`src/rtl/rift2_wb_pkg.sv`:
```
// Shared types and defaults for the rift2 Wishbone master.
// The optional bus watchdog is selected with the RIFT2_WB_TIMEOUT_EN macro.
package rift2_wb_pkg;

   localparam int unsigned WB_AW_DEF   = 32;
   localparam int unsigned WB_DW_DEF   = 32;
   localparam int unsigned WB_TO_CNT_W = 16;

   typedef enum logic [1:0] {
      ST_IDLE = 2'd0,
      ST_BUS  = 2'd1,
      ST_RESP = 2'd2
   } wb_state_e;

   function automatic int unsigned wb_sel_w(input int unsigned dw);
      return dw / 8;
   endfunction

endpackage

```
`src/rtl/rift2_wb_timeout.sv`:
```
// Clear/enable/expire counter bounding how long a Wishbone cycle may stay open.
// Instantiated by rift2_wb_master only when RIFT2_WB_TIMEOUT_EN is defined.
module rift2_wb_timeout
   import rift2_wb_pkg::*;
#(
   parameter int unsigned TIMEOUT = 255,
   parameter int unsigned CW      = WB_TO_CNT_W
) (
   input  logic i_clk,
   input  logic i_rst_n,
   input  logic i_clr,
   input  logic i_en,
   output logic o_expire
);

   logic [CW-1:0] r_cnt;
   logic [CW-1:0] w_cnt_nxt;

   assign w_cnt_nxt = r_cnt + CW'(1);
   // Expiry fires on the edge at which the count would reach TIMEOUT.
   assign o_expire  = i_en && (w_cnt_nxt == CW'(TIMEOUT));

   always_ff @(posedge i_clk or negedge i_rst_n) begin
      if (!i_rst_n) begin
         r_cnt <= '0;
      end else if (i_clr) begin
         r_cnt <= '0;
      end else if (i_en) begin
         r_cnt <= w_cnt_nxt;
      end
   end

endmodule

```
`src/rtl/rift2_wb_master.sv`:
```
// Single-outstanding valid/ready request to Wishbone B4 classic master, registered outputs.
// Define RIFT2_WB_TIMEOUT_EN to abort cycles that are not terminated within TIMEOUT cycles.
module rift2_wb_master
   import rift2_wb_pkg::*;
#(
   parameter int unsigned AW      = WB_AW_DEF,
   parameter int unsigned DW      = WB_DW_DEF,
   parameter int unsigned TIMEOUT = 255
) (
   input  logic            wb_clk_i,
   input  logic            wb_rst_n_i,
   input  logic            req_valid_i,
   output logic            req_ready_o,
   input  logic            req_we_i,
   input  logic [AW-1:0]   req_addr_i,
   input  logic [DW-1:0]   req_wdata_i,
   input  logic [DW/8-1:0] req_sel_i,
   output logic            rsp_valid_o,
   input  logic            rsp_ready_i,
   output logic [DW-1:0]   rsp_rdata_o,
   output logic            rsp_err_o,
   output logic            wbm_cyc_o,
   output logic            wbm_stb_o,
   output logic            wbm_we_o,
   output logic [AW-1:0]   wbm_adr_o,
   output logic [DW-1:0]   wbm_dat_o,
   output logic [DW/8-1:0] wbm_sel_o,
   input  logic [DW-1:0]   wbm_dat_i,
   input  logic            wbm_ack_i,
   input  logic            wbm_err_i
);

   localparam int unsigned SW = wb_sel_w(DW);

   wb_state_e     r_state, w_state_nxt;
   logic          r_req_ready, w_req_ready_nxt;
   logic          r_cyc, w_cyc_nxt;
   logic          r_we, w_we_nxt;
   logic [AW-1:0] r_adr, w_adr_nxt;
   logic [DW-1:0] r_dat, w_dat_nxt;
   logic [SW-1:0] r_sel, w_sel_nxt;
   logic          r_rsp_valid, w_rsp_valid_nxt;
   logic [DW-1:0] r_rdata, w_rdata_nxt;
   logic          r_err, w_err_nxt;
   logic          w_expire;

`ifdef RIFT2_WB_TIMEOUT_EN
   logic w_to_clr;
   logic w_to_en;

   assign w_to_clr = (r_state == ST_IDLE) && req_valid_i;
   assign w_to_en  = (r_state == ST_BUS) && !wbm_ack_i && !wbm_err_i;

   rift2_wb_timeout #(
      .TIMEOUT (TIMEOUT),
      .CW      (WB_TO_CNT_W)
   ) u_timeout (
      .i_clk    (wb_clk_i),
      .i_rst_n  (wb_rst_n_i),
      .i_clr    (w_to_clr),
      .i_en     (w_to_en),
      .o_expire (w_expire)
   );
`else
   assign w_expire = 1'b0;
`endif

   always_comb begin
      w_state_nxt     = r_state;
      w_req_ready_nxt = r_req_ready;
      w_cyc_nxt       = r_cyc;
      w_we_nxt        = r_we;
      w_adr_nxt       = r_adr;
      w_dat_nxt       = r_dat;
      w_sel_nxt       = r_sel;
      w_rsp_valid_nxt = r_rsp_valid;
      w_rdata_nxt     = r_rdata;
      w_err_nxt       = r_err;
      unique case (r_state)
         ST_IDLE: begin
            if (req_valid_i) begin
               w_state_nxt     = ST_BUS;
               w_req_ready_nxt = 1'b0;
               w_cyc_nxt       = 1'b1;
               w_we_nxt        = req_we_i;
               w_adr_nxt       = req_addr_i;
               w_dat_nxt       = req_we_i ? req_wdata_i : '0;
               w_sel_nxt       = req_sel_i;
            end
         end
         ST_BUS: begin
            if (wbm_err_i || wbm_ack_i || w_expire) begin
               w_state_nxt     = ST_RESP;
               w_cyc_nxt       = 1'b0;
               w_we_nxt        = 1'b0;
               w_adr_nxt       = '0;
               w_dat_nxt       = '0;
               w_sel_nxt       = '0;
               w_rsp_valid_nxt = 1'b1;
               // Error wins over ack; a bare expiry (no ack) is also an error.
               w_err_nxt       = wbm_err_i || !wbm_ack_i;
               w_rdata_nxt     = (wbm_ack_i && !wbm_err_i && !r_we) ? wbm_dat_i : '0;
            end
         end
         ST_RESP: begin
            if (rsp_ready_i) begin
               w_state_nxt     = ST_IDLE;
               w_req_ready_nxt = 1'b1;
               w_rsp_valid_nxt = 1'b0;
               w_rdata_nxt     = '0;
               w_err_nxt       = 1'b0;
            end
         end
         default: begin
            w_state_nxt     = ST_IDLE;
            w_req_ready_nxt = 1'b1;
         end
      endcase
   end

   always_ff @(posedge wb_clk_i or negedge wb_rst_n_i) begin
      if (!wb_rst_n_i) begin
         r_state     <= ST_IDLE;
         r_req_ready <= 1'b1;
         r_cyc       <= 1'b0;
         r_we        <= 1'b0;
         r_adr       <= '0;
         r_dat       <= '0;
         r_sel       <= '0;
         r_rsp_valid <= 1'b0;
         r_rdata     <= '0;
         r_err       <= 1'b0;
      end else begin
         r_state     <= w_state_nxt;
         r_req_ready <= w_req_ready_nxt;
         r_cyc       <= w_cyc_nxt;
         r_we        <= w_we_nxt;
         r_adr       <= w_adr_nxt;
         r_dat       <= w_dat_nxt;
         r_sel       <= w_sel_nxt;
         r_rsp_valid <= w_rsp_valid_nxt;
         r_rdata     <= w_rdata_nxt;
         r_err       <= w_err_nxt;
      end
   end

   assign req_ready_o = r_req_ready;
   assign wbm_cyc_o   = r_cyc;
   assign wbm_stb_o   = r_cyc;
   assign wbm_we_o    = r_we;
   assign wbm_adr_o   = r_adr;
   assign wbm_dat_o   = r_dat;
   assign wbm_sel_o   = r_sel;
   assign rsp_valid_o = r_rsp_valid;
   assign rsp_rdata_o = r_rdata;
   assign rsp_err_o   = r_err;

endmodule

```
`config.mk`:
```
export PLATFORM = sky130hd
export DESIGN_NAME = rift2_wb_master
export DESIGN_NICKNAME = d
export VERILOG_FILES = /design/src/rtl/rift2_wb_pkg.sv /design/src/rtl/rift2_wb_timeout.sv /design/src/rtl/rift2_wb_master.sv
export SDC_FILE = /design/constraint.sdc
export NUM_CORES = 1
export LEC_CHECK = 0
export BUFFER_PORTS_ARGS = -buffer_cell sky130_fd_sc_hd__clkbuf_2
export CAP_MARGIN = 10
export CORE_UTILIZATION = 47
export CTS_CLUSTER_SIZE = 12
export DETAILED_ROUTE_END_ITERATION = 8
export GPL_TIMING_DRIVEN = 0
export PLACE_DENSITY = 0.91
export SKIP_LAST_GASP = 1
export SYNTH_ARGS = -nofsm -noshare
export SYNTH_HDL_FRONTEND = slang
export SYNTH_SLANG_ARGS = --single-unit
```
`constraint.sdc`:
```
create_clock -name wb_clk_i -period 1.88 [get_ports wb_clk_i]
set_clock_uncertainty 0.1 [all_clocks]
set_input_delay 0.188 -clock wb_clk_i [delete_from_list [all_inputs] [get_ports wb_clk_i]]
set_output_delay 0.188 -clock wb_clk_i [all_outputs]
set_load 0.02 [all_outputs]
```
# After elaboration in Yosys (flattened, before gate mapping)
# Index checks and enable logic that the tools add are counted.
[word_totals]
reg_bits = 107
latchBits = 0
ramBits = 0
romBits = 0
in_bits = 107
output_inout_bits = 106
word_cells = 60
mem_count = 0
[op_classes]
add_sub_neg = 0
mul = 0
div_mod_pow = 0
magnitude_cmp = 0
n_eq_ne = 5
shift = 0
mux = 30
n_bitwise = 1
reduce_logical = 14
[op_table]
columns = ["cell", "n"]
rows = [
  ["$mux W32", 7],
  ["$pmux W32 S2", 3],
  ["$reduce_and A3 Y1", 4],
  ["$mux W1", 8],
  ["$mux W4", 2],
  ["$pmux W1 S2", 4],
  ["$pmux W4 S2", 1],
  ["$mux W2", 3],
  ["$ne A2 B2 Y1 const B", 3],
  ["$pmux W2 S3", 1],
  ["$reduce_bool A2 Y1", 2],
  ["$logic_not A1 Y1", 3],
  ["$pmux W1 S3", 1],
  ["$eq A2 B1 Y1 const B", 1],
  ["$eq A2 B2 Y1 const B", 1],
  ["$logic_and A1 B1 Y1", 2],
  ["$logic_not A2 Y1", 1],
  ["$logic_or A1 B1 Y1", 2],
  ["$not A1 Y1", 1],
]

# Logic depth before layout (Yosys ltp)
# Gate-level depths: netlist (run 1).
[depth]
word_depth = 6
mapped_depth = 6
mapped_depth_nobuf = 3

# Worst setup path before layout (run 1)
# OpenSTA, ideal clock, no wires.
[synth_path]
kind = "reg2reg"
startpoint = "register r_state[1]"
endpoint = "register r_rdata[10], in the netlist rsp_rdata_o[10]"
setup_ns = 0.125
arrival_time_ns = 1.446
required_time_ns = 1.655
setup_slack_ns = 0.209
path_stages_with_launch = 7
path_buffers = 3
period_less_slack_ns = 1.671
cell_sequence = "dfrtp_1 > buf_6 > nor2b_1 > buf_2 > a2bb2oi_4 > buf_6 > mux2_2"
[synth_between]
elab_chain_len = 3
elab_cells_between_ends = 7
classes_between = "eq/ne: 4; mux: 1; reduce/logical: 2"
[synth_lines]
columns = ["item", "line", "source"]
rows = [
  ["start: declaration", "rift2_wb_master.sv:35", "wb_state_e r_state, w_state_nxt;"],
  ["start signal: assignment", "rift2_wb_master.sv:134", "r_state <= w_state_nxt;"],
  ["$eq A2 B1 Y1 / $eq A2 B2 Y1 (equally long branches)", "rift2_wb_master.sv:79", "unique case (r_state)"],
  ["$ne A2 B2 Y1 (no line) / $reduce_bool A2 Y1 (equally long branches)", "--", ""],
  ["$reduce_and A3 Y1 (no line)", "--", ""],
  ["end signal: assignment", "rift2_wb_master.sv:142", "r_rdata <= w_rdata_nxt;"],
  ["end: declaration", "rift2_wb_master.sv:43", "logic [DW-1:0] r_rdata, w_rdata_nxt;"],
]
# Parallel ways exist; a longest one is shown, timed or not.
# A chain may end at the register's enable or synchronous reset.

# Final worst setup path (run 1)
[layout_path]
startpoint = "register r_state[1]"
endpoint = "register r_rdata[30], in the netlist rsp_rdata_o[30]"
# The elaborated chain is that of the path after synthesis.

==> results_dict.tcl, run 1 <==
set metrics [dict create \
    status "complete, no violations" \
    routed-wl-met3_um 694 \
    hold_viol 0 \
    multi_input_area_mm2 0.00173 \
    slew_headroom_pct 53.3 \
    diodes 0 \
    clkSlewWorstSetupHoldPaths_ps 90 \
    coreArea_mm2 0.00937 \
    ys_seq_area_share_pct 57.9 \
    io_pins 213 \
    grt_use_total_pct 24.8 \
    wl_per_cell_um 17.1 \
    path_delay_family "buffers and inverters" \
    cp_num_buf_inv 3 \
    ff2ff_path_depth 6 \
    grt_max_degree 58 \
    yosysTopAreaCell "dfrtp_1" \
    critical_path.max_fanout 10 \
    finalNetCount 697 \
    seqCellArea_mm2 0.00268 \
    first_global_vias 3925 \
    end_kind "flop" \
    yosysWarnings 0 \
    dp_slack_ps 55.6 \
    p_per_area_mw_per_mm2 1640 \
    synth_compound_gate_area_share_pct 10.0 \
    finalCriticalPeriod_ps 1770 \
    via_count 3827 \
    leakagePower_nw 3.56 \
    startpoint_type "flop" \
    synthAdderAreaFrac_pct 0 \
    synth_edf_count 0 \
    synth_mux_area_share_pct 16.5 \
    rsz0062_at_grt "no" \
    cts-root-buf "clkbuf_8" \
    synthTopCellsByArea "dfrtp_1 57%, mux2_4 8.4%, a22o_1 8.0%" \
    r2r_start "r_state[1]" \
    highest_layer "met4" \
    yosys_most_used_dff "dfrtp_1" \
    fp.dieH_um 101 \
    crit_top_cell "buf_6" \
    finalWorstSetupSlack_ps 114 \
    cts_tree "yes" \
    via_per_inst 5.29 \
    cts.htree.levels 3 \
    routabilityCongestion 0.790 \
    synth_top_family_by_area "multiplexers" \
    die_w_um 101 \
    dieArea_mm2 0.0102 \
    drc 0 \
    synthCells 323 \
    drtIter0Drc 133 \
    clkLatencyLatePin_ps 350 \
    worstPathRequired_ps 2020 \
    cap_violations 0 \
    dp_cells 665 \
    portBuffers 212 \
    min_to "r_state[0]" \
    hpwl_mm 8.48 \
    clock_sinks 107 \
    rows 35 \
    postSynthAreaPerCell_um2 14.3 \
    crit_arrival_ps 1910 \
    grt_pass1_wl_mm 19.4 \
    synth-seq-cells 107 \
    grt_antenna_before_repair 0 \
    synth_top_area_share_pct 57.4 \
    ant_nets 0 \
    fillers 692 \
    synthesis.nets 430 \
    drive_above_1_share_pct 52.6 \
    crit_start "r_state[1]" \
    grt_overflow_total 0 \
    fin_crit_sh_pct 93.9 \
    final_cell_count_no_fill 724 \
    synthXorXnorAreaFrac_pct 0 \
    clk_path_buf_depth 2 \
    synthTopCellsByCount "106 x dfrtp_1, 42 x a22o_1, 32 x nor4b_1, 31 x mux2_2" \
    worstSetupPathType "flop to flop" \
    vdd_ir_drop_max_uv 972 \
    cts_made_buffers 9 \
    rr_endpoint "rsp_rdata_o[30]" \
    slew_violations 0 \
    first_pass_iters 4 \
    wl_met2_mm 6.08 \
    fin_util_pct 69.6 \
    totalWireLength_mm 12.4 \
    min_from "req_valid_i" \
    max_freq_ghz 0.566 \
    min_path_cells 3 \
    crit_path_max_incr_delay_ps 380 \
    min_path_type "input pin to flop" \
    yosysUniqueCellTypes 29 \
    start_util_pct 49.3 \
    setup_viol_count_final 0 \
    async_flop_share_pct 100 \
    synth_most_common_cell "dfrtp_1" \
    area_growth_pct 41.1 \
    met1_length_mm 5.16 \
    rrSetupSlack_ps 110 \
    synth-simple-area-share_pct 10.9 \
    worstMarginPinSlew_ps 701 \
    cp_slowest_cell "dfrtp_1" \
    path_cells "buf_6, nor2b_1, buf_2, a2bb2oi_4, buf_6, mux2_2" \
    timing.hold.ws_ps 35.1 \
    syn_area_mm2 0.00462 \
]
[placed cells by master, fill, tap and decap left out, drive strengths merged, types with 2 or more instances in the layout]
| cell | count |
|---|---|
| mux2 | 58 |
| a21o | 2 |
| nor2 | 5 |
| o22a | 2 |
| and3 | 26 |
| dlygate4sd3 | 43 |
| a22o | 42 |
| clkbuf | 233 |
| inv | 3 |
| nand2b | 3 |
| clkinv | 3 |
| dfrtp | 106 |
| nor4b | 32 |
| buf | 25 |
[where the power goes]
part | switching, W | internal [W]
clock network | 0.000791 | 0.000670
logic | 0.00306 | 0.00229
registers | 0.000610 | 0.00329
[per-stage QoR]
stage / cell area, um^2 / setup TNS (ps) / total power, W
finish: 6520 / 0 / 0.0107
global route: 6520 / 0 / 0.0113
CTS: 6520 / 0 / 0.0107
detailed placement: 5880 / 0 / 0.00915
global placement: 5850 / -82410 / 0.00893
floorplan: 4620 / 0 / 0.00739
[cells by family after synthesis]
logic type | after synthesis
AO/OA/AOI/OAI | 52
multiplexers | 59
buffers and inverters | 36
AND/OR/NAND/NOR | 69
flip-flops | 107
[how the worst max path moves through the flow]
stage	to	slack, ps	depth (start not counted)
after floorplan	rsp_rdata_o[10]	210	6
after global placement	wbm_dat_o[20]	-780	1
after detailed placement	rsp_rdata_o[30]	60	6
after CTS	rsp_rdata_o[30]	40	6
after global routing	wbm_adr_o[14]	6	5
final	rsp_rdata_o[30]	110	6
[repair_timing]
action / CTS / global route
endpoints found under the setup margin: 0 / 16
buffers inserted: 0 / 1
hold endpoints to repair: 92 / 0
hold buffers: 43 / 0
resized for setup: 0 / 1
[layout make-up]
| type | instances | share of cell area (%) |
|---|---|---|
| well taps | 129 | 2.47 |
| inverters | 1 | 0.0575 |
| plain buffers | 34 | 3.28 |
| multi-input cells | 180 | 26.5 |
| repair buffers | 257 | 23.4 |
| flip-flops and latches | 107 | 41.1 |
| clock inverters | 6 | 1.11 |
| clock buffers | 10 | 2.11 |
[registers in the layout, indices dropped and copies added (netlist names)]
| name | count |
|---|---|
| rsp_rdata_o | 32 |
| wbm_adr_o | 32 |
| wbm_dat_o | 32 |
| wbm_sel_o | 4 |
| r_state | 2 |
| req_ready_o | 1 |
| rsp_err_o | 1 |
| rsp_valid_o | 1 |
| wbm_cyc_o | 1 |
| wbm_we_o | 1 |
[metal layers]
layer  vias to the layer above  GRT usage, %
met3                        41          4.62
li1                       1741             -
met2                       186          41.9
met5                         -             0
met1                      1859          30.7
met4                         0          12.5
[worst register-to-register path, stage by stage (launching register included)]
cell and delay [ps]:
dfrtp_1 380, buf_6 130, nor2b_1 120, buf_2 170
a2bb2oi_4 220, buf_6 180, mux2_2 350
No activity file was read; power rests on OpenSTA's default activity.
==> run 2, diff against run 1 <==
Settings changed: CELL_PAD_IN_SITES_DETAIL_PLACEMENT set to 1, CELL_PAD_IN_SITES_GLOBAL_PLACEMENT set to 1, CORE_UTILIZATION 47 to 36, PLACE_DENSITY 0.91 to 0.9.
==> results_dict.tcl, run 2 (same netlist as run 1, synthesis figures left out) <==
set metrics [dict create \
    status "complete, no violations" \
    grt_use_total_pct 21.7 \
    final_cell_mix "211 x clkbuf_2, 106 x dfrtp_1, 42 x a22o_1" \
    via_count 3842 \
    mostFrequentLayoutCell "clkbuf_2" \
    totalWireLength_mm 14.3 \
    clk_path_buf_depth 2 \
    finalCriticalPeriod_ps 1830 \
    coreArea_mm2 0.0126 \
    ant_nets 0 \
    slew_headroom_pct 44.9 \
    place_area_mm2 0.00593 \
    start_util_pct 36.8 \
    vdd_ir_drop_max_uv 759 \
    grt_pass1_wl_mm 22.2 \
    hpwl_mm 9.58 \
    worstSetupPathType "flop to flop" \
    multi_input_area_mm2 0.00173 \
    fp.dieH_um 115 \
    cts_tree "yes" \
    final_area_mm2 0.00674 \
    critPathCapture "rsp_rdata_o[11]" \
    critical_path.max_fanout 9 \
    fillers 1375 \
    portBuffers 212 \
    leakagePower_nw 3.63 \
    finalNetCount 700 \
    hold_viol 0 \
    end_kind "flop" \
    clkLatencyLatePin_ps 330 \
    grt_max_degree 59 \
    drive_above_1_share_pct 53.2 \
    cap_violations 0 \
    startpoint_type "flop" \
    dieArea_mm2 0.0133 \
    clock_sinks 107 \
    crit_arrival_ps 1950 \
    via_per_inst 4.99 \
    io_pins 213 \
    die_w_um 115 \
    setup_viol_count_final 0 \
    grt_overflow_total 0 \
    fin_crit_sh_pct 97.3 \
    power_w 0.0116 \
    grt_antenna_before_repair 0 \
    first_pass_iters 4 \
    cts_made_buffers 9 \
    rrSetupSlack_ps 50 \
    rsz0062_at_grt "yes" \
    drc 0 \
    max_freq_ghz 0.547 \
    first_global_vias 4228 \
    p_per_area_mw_per_mm2 1720 \
    cts.htree.levels 3 \
    min_path_type "input pin to flop" \
    crit_start "r_state[1]" \
    r2r_start "r_state[1]" \
    area_growth_pct 45.7 \
    rows 41 \
    min_path_cells 2 \
    wl_per_cell_um 18.5 \
    ff2ff_path_depth 7 \
    worstPathRequired_ps 2000 \
    rr_endpoint "rsp_rdata_o[11]" \
    seqCellArea_mm2 0.00268 \
    routabilityCongestion 0.713 \
    slew_violations 0 \
    cts-root-buf "clkbuf_16" \
    clkSlewWorstSetupHoldPaths_ps 70 \
    worstMarginPinSlew_ps 827 \
    drtIter0Drc 194 \
    diodes 0 \
]
==> run 2: changes by cell type in the layout (fill, tap and decap cells not counted), moves of 2 or more <==
cell / delta
dlygate4sd3_1: -2
clkbuf_8: -8
clkinv_4: -2
clkbuf_16: +9
buf_4: +3
==> run 2: timing repair <==
action                                  4_1_cts  5_1_grt
setup buffers                                 0        4
hold buffers                                 40        1
endpoints found under the hold margin        95        1
endpoints found under the setup margin        0       31
resized for setup                             0        6
==> run 2: worst max-delay path: stages (launching register included) <==
cell,delay [ps]
dfrtp_1,370
buf_6,130
nor2b_1,120
buf_2,170
a2bb2oi_4,160
buf_12,140
clkbuf_4,180
mux2_2,340
==> run 2: cell type report <==
cell class	count	share of cell area, %
Sequential cell	107	39.8
Multi-Input combinational cell	180	25.7
Timing Repair Buffer	260	23.1
Clock buffer	12	3.81
Buffer	34	3.23
Tap cell	172	3.19
Clock inverter	4	1.08
Inverter	1	0.0557
==> run 2: where the power goes <==
| part | internal (W) | total, W | switching, W |
|---|---|---|---|
| Combinational | 0.00239 | 0.00556 | 0.00317 |
| Sequential | 0.00330 | 0.00393 | 0.000632 |
| Clock | 0.00124 | 0.00206 | 0.000822 |
==> run 2: worst min-delay path by stage <==
stage	endpoint	from	slack (ps)
final	wbm_adr_o[7]	req_addr_i[7]	9
after global routing	wbm_adr_o[7]	req_addr_i[7]	7
after CTS	wbm_adr_o[4]	req_addr_i[4]	0.06
after detailed placement	rsp_rdata_o[17]	wb_rst_n_i	260
after global placement	wbm_adr_o[22]	req_addr_i[22]	310
after floorplan	r_state[0]	wb_rst_n_i	-210
==> run 2: metrics by stage <==
step	hold slack, ps	TNS, ps	util [%]	setup WS (ps)	cells
floorplan	-208	0	-	209	323
global placement	305	-89550	46.9	-851	707
detailed placement	259	0	47.2	32.9	708
CTS	0.0621	0	53.0	21.5	764
global route	7.40	-75.8	53.6	-20.0	770
finish	9.19	0	53.6	51.4	770
==> run 2: routing by layer <==
layer	vias up	wire, um	GRT usage, %
met2	149	7660	39.7
met1	1939	5710	25.6
met3	19	685	4.16
met5	-	0	0
li1	1735	-	-
met4	0	216	6.49
